`config.mk`:
```
export PLATFORM = sky130hd
export DESIGN_NAME = hazard_scoreboard_flat
export DESIGN_NICKNAME = d
export VERILOG_FILES = /design/src/rtl/cpu_pkg.sv /design/src/rtl/hazard_scoreboard_if.sv /design/src/rtl/hazard_scoreboard_sb_counter.sv /design/src/rtl/hazard_scoreboard.sv /design/src/flat_wrapper.sv
export SDC_FILE = /design/constraint.sdc
export NUM_CORES = 1
export LEC_CHECK = 0
export BUFFER_PORTS_ARGS = -buffer_cell sky130_fd_sc_hd__buf_2
export CAP_MARGIN = 20
export CORE_MARGIN = 5
export CORE_UTILIZATION = 40
export DETAILED_ROUTE_END_ITERATION = 12
export HOLD_SLACK_MARGIN = 0.06
export PLACE_DENSITY = 0.65
export SKIP_CTS_REPAIR_TIMING = 1
export SLEW_MARGIN = 10
export SYNTH_ARGS = -nofsm -noshare
export SYNTH_HDL_FRONTEND = slang
export SYNTH_HIERARCHICAL = 1
export SYNTH_SLANG_ARGS = --single-unit
export TNS_END_PERCENT = 30
```
`constraint.sdc`:
```
create_clock -name clk -period 6.65 [get_ports clk]
set_input_delay 0.3325 -clock clk [delete_from_list [all_inputs] [get_ports clk]]
set_output_delay 0.3325 -clock clk [all_outputs]
set_load 0.01 [all_outputs]
```
`src/rtl/cpu_pkg.sv`:
```
// Shared CPU constants: register-address width, the zero register, and the
// scoreboard counter-width helper.
package cpu_pkg;

   localparam int unsigned REG_AW = 5;
   localparam logic [REG_AW-1:0] REG_ZERO = '0;

   // Bits needed to hold a countdown from lat down to 0
   function automatic int unsigned cnt_width(input int unsigned lat);
      return (lat < 1) ? 1 : $clog2(lat + 1);
   endfunction

endpackage

```
`src/rtl/hazard_scoreboard_if.sv`:
```
// ID-stage scoreboard bus: decoded instruction fields in, stall/bubble/issue out.
interface hazard_scoreboard_if #(
   parameter int unsigned AW     = 5,
   parameter int unsigned PERF_W = 16
);
   logic          id_valid;
   logic [AW-1:0] id_rs;
   logic [AW-1:0] id_rt;
   logic          id_use_rs;
   logic          id_use_rt;
   logic          id_wr;
   logic [AW-1:0] id_wr_addr;
   logic          id_is_load;
   logic          flush;
   logic          stall;
   logic          bubble;
   logic          issue;
   logic [PERF_W-1:0] stall_cycles;

   modport master (
      output id_valid, id_rs, id_rt, id_use_rs, id_use_rt,
             id_wr, id_wr_addr, id_is_load, flush,
      input  stall, bubble, issue, stall_cycles
   );

   modport slave (
      input  id_valid, id_rs, id_rt, id_use_rs, id_use_rt,
             id_wr, id_wr_addr, id_is_load, flush,
      output stall, bubble, issue, stall_cycles
   );
endinterface

```
`src/rtl/hazard_scoreboard_sb_counter.sv`:
```
// One register's readiness countdown: load wins over decrement, busy while nonzero.
module sb_counter #(
   parameter int unsigned CW = 2
) (
   input  logic          clk,
   input  logic          reset,
   input  logic          load,
   input  logic [CW-1:0] load_val,
   output logic          busy_c
);

   logic [CW-1:0] cnt;

   always_ff @(posedge clk or posedge reset) begin
      if (reset)              cnt <= '0;
      else if (load)          cnt <= load_val;
      else if (cnt != '0)     cnt <= cnt - CW'(1);
   end

   assign busy_c = (cnt != '0);

endmodule

```
`src/rtl/hazard_scoreboard.sv`:
```
// ID-stage hazard scoreboard with per-register countdowns and a saturating stall counter.
// Define HAZARD_SCOREBOARD_FWD_EN when a forwarding network exists (only loads stall).
module hazard_scoreboard
   import cpu_pkg::*;
#(
   parameter int unsigned NREG     = 32,
   parameter int unsigned AW       = REG_AW,
   parameter int unsigned LOAD_LAT = 1,
   parameter int unsigned WB_DIST  = 3,
   parameter int unsigned PERF_W   = 16
) (
   input  logic                 clk,
   input  logic                 reset,
   hazard_scoreboard_if.slave   sb
);

   localparam int unsigned CW    = cnt_width(WB_DIST);
   localparam int unsigned NSLOT = 1 << AW;

   logic [CW-1:0]    issue_val;
   logic [NSLOT-1:0] busy_vec;
   logic             hazard_c;
   logic             rec_en_c;

`ifdef HAZARD_SCOREBOARD_FWD_EN
   assign issue_val = sb.id_is_load ? CW'(LOAD_LAT) : '0;
`else
   // Without forwarding every write waits for the register file; never shorter than a load
   localparam int unsigned WB_VAL = (WB_DIST > LOAD_LAT) ? WB_DIST : LOAD_LAT;
   logic unused_is_load;
   assign unused_is_load = sb.id_is_load;
   assign issue_val      = CW'(WB_VAL);
`endif

   assign hazard_c = sb.id_valid &
                     ((sb.id_use_rs & busy_vec[sb.id_rs]) |
                      (sb.id_use_rt & busy_vec[sb.id_rt]));

   assign sb.stall  = hazard_c & ~sb.flush;
   assign sb.bubble = sb.stall | sb.flush;
   assign sb.issue  = sb.id_valid & ~hazard_c & ~sb.flush;

   assign rec_en_c = sb.issue & sb.id_wr & (sb.id_wr_addr != AW'(REG_ZERO));

   // r0 and addresses beyond NREG have no counter and always read ready
   for (genvar r = 0; r < NSLOT; r++) begin : g_reg
      if (r == 0 || r >= NREG) begin : g_ready
         assign busy_vec[r] = 1'b0;
      end else begin : g_cnt
         sb_counter #(.CW(CW)) u_cnt (
            .clk      (clk),
            .reset    (reset),
            .load     (rec_en_c && (sb.id_wr_addr == AW'(r))),
            .load_val (issue_val),
            .busy_c   (busy_vec[r])
         );
      end
   end

   always_ff @(posedge clk or posedge reset) begin
      if (reset)
         sb.stall_cycles <= '0;
      else if (sb.stall && (sb.stall_cycles != {PERF_W{1'b1}}))
         sb.stall_cycles <= sb.stall_cycles + PERF_W'(1);
   end

endmodule

```
`src/flat_wrapper.sv`:
```
// flat-port wrapper written by rule: the top's interface ports become plain ports
module hazard_scoreboard_flat import cpu_pkg::*;
#(
   parameter int unsigned NREG     = 32,
   parameter int unsigned AW       = REG_AW,
   parameter int unsigned LOAD_LAT = 1,
   parameter int unsigned WB_DIST  = 3,
   parameter int unsigned PERF_W   = 16
)
  (clk, reset, sb_id_valid, sb_id_rs, sb_id_rt, sb_id_use_rs, sb_id_use_rt, sb_id_wr, sb_id_wr_addr, sb_id_is_load, sb_flush, sb_stall, sb_bubble, sb_issue, sb_stall_cycles);
  hazard_scoreboard_if #(.AW(AW), .PERF_W(PERF_W)) sb_i ();
  input  logic clk;
  input  logic reset;
  input wire logic [$bits(sb_i.id_valid)-1:0] sb_id_valid;
  input wire logic [$bits(sb_i.id_rs)-1:0] sb_id_rs;
  input wire logic [$bits(sb_i.id_rt)-1:0] sb_id_rt;
  input wire logic [$bits(sb_i.id_use_rs)-1:0] sb_id_use_rs;
  input wire logic [$bits(sb_i.id_use_rt)-1:0] sb_id_use_rt;
  input wire logic [$bits(sb_i.id_wr)-1:0] sb_id_wr;
  input wire logic [$bits(sb_i.id_wr_addr)-1:0] sb_id_wr_addr;
  input wire logic [$bits(sb_i.id_is_load)-1:0] sb_id_is_load;
  input wire logic [$bits(sb_i.flush)-1:0] sb_flush;
  output wire logic [$bits(sb_i.stall)-1:0] sb_stall;
  output wire logic [$bits(sb_i.bubble)-1:0] sb_bubble;
  output wire logic [$bits(sb_i.issue)-1:0] sb_issue;
  output wire logic [$bits(sb_i.stall_cycles)-1:0] sb_stall_cycles;
  assign sb_i.id_valid = sb_id_valid;
  assign sb_i.id_rs = sb_id_rs;
  assign sb_i.id_rt = sb_id_rt;
  assign sb_i.id_use_rs = sb_id_use_rs;
  assign sb_i.id_use_rt = sb_id_use_rt;
  assign sb_i.id_wr = sb_id_wr;
  assign sb_i.id_wr_addr = sb_id_wr_addr;
  assign sb_i.id_is_load = sb_id_is_load;
  assign sb_i.flush = sb_flush;
  assign sb_stall = sb_i.stall;
  assign sb_bubble = sb_i.bubble;
  assign sb_issue = sb_i.issue;
  assign sb_stall_cycles = sb_i.stall_cycles;
  hazard_scoreboard #(.NREG(NREG), .AW(AW), .LOAD_LAT(LOAD_LAT), .WB_DIST(WB_DIST), .PERF_W(PERF_W)) u_core (.clk(clk), .reset(reset), .sb(sb_i));
endmodule
```
==> flow_metrics.py <==
metrics = {
    "power": {
        "netSwitchingPower_mw": 0.9813,
        "clock_power_share": 0.192,
        "p_per_area_nw_per_um2": 397.2,
        "p_sw_frac": 0.3757,
        "power.internal_mw": 1.631,
        "peakVddDrop_mv": 0.2231,
        "seqPwrFrac": 0.323,
        "p_leak_nw": 3.209,
        "p_comb_frac": 0.485,
    },
    "yosys": {
        "synthCells": 637,
        "ys_seq_area_frac": 0.3445,
        "synthArstFlopShare": 1.000,
        "syn_area_per_cell_um2": 8.894,
        "ys_ff_latch": 78,
        "synth_flop_cell": "dfrtp_1",
        "yosysWarnings": 6,
        "synth_area_um2": 5665,
        "synth_edf_count": 0,
        "synth_cell_types": 48,
    },
    "sta": {
        "fin_crit_ns": 3.552,
        "slew_viol_final": 0,
        "fmax_mhz": 281.6,
        "setup_violations": 0,
        "worstMarginPinSlew_ns": 0.9993,
        "rsz0062_at_grt": "false",
        "finalSetupTns_ns": 0,
        "worst_slack_ns": 3.098,
        "min_period_over_period": 0.5341,
        "hold_viol": 0,
        "finClkSkew_ns": 0.006593,
        "slew_headroom": 0.3322,
    },
    "clock_tree": {
        "cts_buffers": 9,
        "cts-root-buf": "clkbuf_16",
        "cts_sinks": 78,
        "cts_max_path_buffers": 2,
        "clk_latency_ns": 0.34,
        "cts_tree": "yes",
        "path_clk_slew_ns": 0.06,
        "htreeDepth": 3,
    },
    "grt": {
        "overflow": 0,
        "grt_pass1_wl_um": 20150,
        "grt_pass1_vias": 4221,
        "grt_usage": 0.1541,
        "grt_max_degree": 33,
        "antenna_found_initial": 2,
    },
    "worst_setup_path": {
        "reg2reg_slack_ns": 3.10,
        "cp-end-kind": "flip-flop",
        "reg2reg_depth": 12,
        "cp_max_fo": 20,
        "crit_type": "reg -> reg",
        "cp.arrival_ns": 3.80,
        "worstPathRequired_ns": 6.90,
        "r2r_start": "u_core/g_reg[1].g_cnt.u_cnt/cnt[0]",
        "critPathLaunchType": "flip-flop",
        "worst_r2r_endpoint": "u_core/g_reg[25].g_cnt.u_cnt/cnt[1]",
    },
    "final_layout": {
        "area_delta_synth_final_pct": 16.08,
        "instances_no_fill": 925,
        "drive_gt1_frac": 0.1507,
        "finish.utilization": 0.4738,
        "fillCellCount": 1385,
        "regArea_um2": 1952,
        "multiInputGateArea_um2": 3390,
        "stdcell_area_um2": 6576,
        "final_cell_mix": "inv_1, dfrtp_1, nor2b_1, nand2_1, conb_1",
        "final_common_cell": "inv_1",
        "nets": 793,
    },
    "detailed_routing": {
        "drt-total-wl_um": 11960,
        "dr.pass1.iters": 4,
        "vias": 4303,
        "drtIter0Drc": 190,
        "drtAntennaViolNets": 0,
        "drc_errors": 0,
        "via_per_inst": 4.652,
        "wl_per_cell_um": 12.93,
    },
    "floorplan": {
        "die_w_um": 129.0,
        "core_um2": 13880,
        "die_area_um2": 16640,
        "start_util": 0.4081,
        "io_pins": 42,
        "num_rows": 43,
        "die_h_um": 129.0,
    },
    "job": {
        "cap_viol_max_count": 0,
    },
    "placed_design": {
        "post-place-ws_ns": 3.135,
        "place_area_um2": 6270,
        "place_congestion": 0.8151,
        "place_inst": 907,
        "place_hpwl_um": 8888,
        "io_buffers": 40,
    },
    "worst_hold_path": {
        "hold_path_class": "in -> async",
    },
    "outcome": {
        "outcome": "complete, no violations",
    },
}
-- layout make-up --
class                   instances  share of cell area
inverters                     132             0.07534
clock buffers                  12             0.03900
flip-flops and latches         78              0.2968
repair buffers                 41             0.03158
diodes                          2           0.0007610
well taps                     180             0.03425
multi-input cells             476              0.5154
clock inverters                 4            0.006849
-- flip-flops by register name, indices dropped and copies added (netlist names) --
| register | cells |
|---|---|
| u_core/g.g_cnt.u_cnt/cnt | 62 |
| u_core/sb.stall_cycles | 16 |
-- power groups by stage --
stage / Sequential [mW] / Combinational [mW] / Clock, mW
2_1_floorplan: 0.835 / 1.02 / 0
3_3_place_gp: 0.845 / 1.24 / 0
3_5_place_dp: 0.852 / 1.26 / 0
4_1_cts: 0.844 / 1.28 / 0.520
5_1_grt: 0.874 / 1.46 / 0.533
6_report: 0.842 / 1.27 / 0.502
-- how the worst max path moves through the flow --
stage | from | to | slack, ns | cells past startpoint
6_report | u_core/g_reg[1].g_cnt.u_cnt/cnt[0] | u_core/g_reg[25].g_cnt.u_cnt/cnt[1] | 3.10 | 12
5_1_grt | u_core/g_reg[8].g_cnt.u_cnt/cnt[0] | u_core/g_reg[9].g_cnt.u_cnt/cnt[1] | 2.74 | 11
4_1_cts | u_core/g_reg[1].g_cnt.u_cnt/cnt[0] | u_core/g_reg[25].g_cnt.u_cnt/cnt[1] | 3.11 | 12
3_5_place_dp | u_core/g_reg[8].g_cnt.u_cnt/cnt[0] | u_core/g_reg[25].g_cnt.u_cnt/cnt[1] | 3.13 | 11
3_3_place_gp | u_core/g_reg[8].g_cnt.u_cnt/cnt[0] | u_core/g_reg[1].g_cnt.u_cnt/cnt[0] | 3.15 | 10
2_1_floorplan | u_core/g_reg[31].g_cnt.u_cnt/cnt[0] | u_core/g_reg[12].g_cnt.u_cnt/cnt[0] | 4.01 | 12
-- critical path, stage by stage (launching register included) --
cell	delay, ns
dfrtp_1	0.39
inv_1	0.07
ha_1	0.22
inv_1	0.08
mux2i_1	0.23
nor2_1	0.06
a311oi_1	0.21
a311oi_1	0.12
o311ai_4	0.84
nand4_2	0.58
nor2_1	0.43
nand2_1	0.13
o31ai_2	0.08
-- cell families after synthesis --
kind of cell / after synthesis / synth area share
xor+xnor: 46 / 0.07111
fa+ha+maj: 32 / 0.07067
simple gates: 216 / 0.2041
mux: 23 / 0.05499
other cells: 1 / 0.0006619
buf+inv: 144 / 0.1014
compound gates: 97 / 0.1526
flops: 78 / 0.3445
-- layer usage --
layer	wire length, um	track usage	vias to the layer above	share of wire
li1	-	-	2232	-
met1	5590	0.2022	1990	0.47
met2	5532	0.2494	60	0.46
met3	621	0.04040	17	0.052
met4	197	0.04941	4	0.016
met5	14	0	-	0.0012
-- synthesized netlist by cell type, types with 3 or more instances --
master	n	area share
ha_1	32	0.071
mux2i_1	12	0.021
nand4_1	3	0.0033
nand3_1	12	0.011
nand2_1	74	0.049
nor4_2	7	0.015
buf_2	3	0.0026
mux4_2	6	0.024
nor2b_1	76	0.084
o31ai_2	31	0.068
inv_1	132	0.087
a2111oi_0	4	0.0062
dfrtp_1	78	0.34
a211oi_1	8	0.011
nor2_1	29	0.019
xor2_1	43	0.066
a2111oi_1	4	0.0071
clkbuf_1	3	0.0020
xnor2_1	3	0.0046
buf_4	4	0.0053
o21ai_0	31	0.027
mux2_1	3	0.0060
-- metrics by stage --
step	hold slack (ns)	total power, mW
floorplan	0.07368	1.851
global placement	0.4727	2.080
detailed placement	0.4838	2.113
CTS	0.1796	2.645
global route	0.2087	2.872
finish	0.1742	2.612
Note: power is estimated with default switching activity, not from simulation.
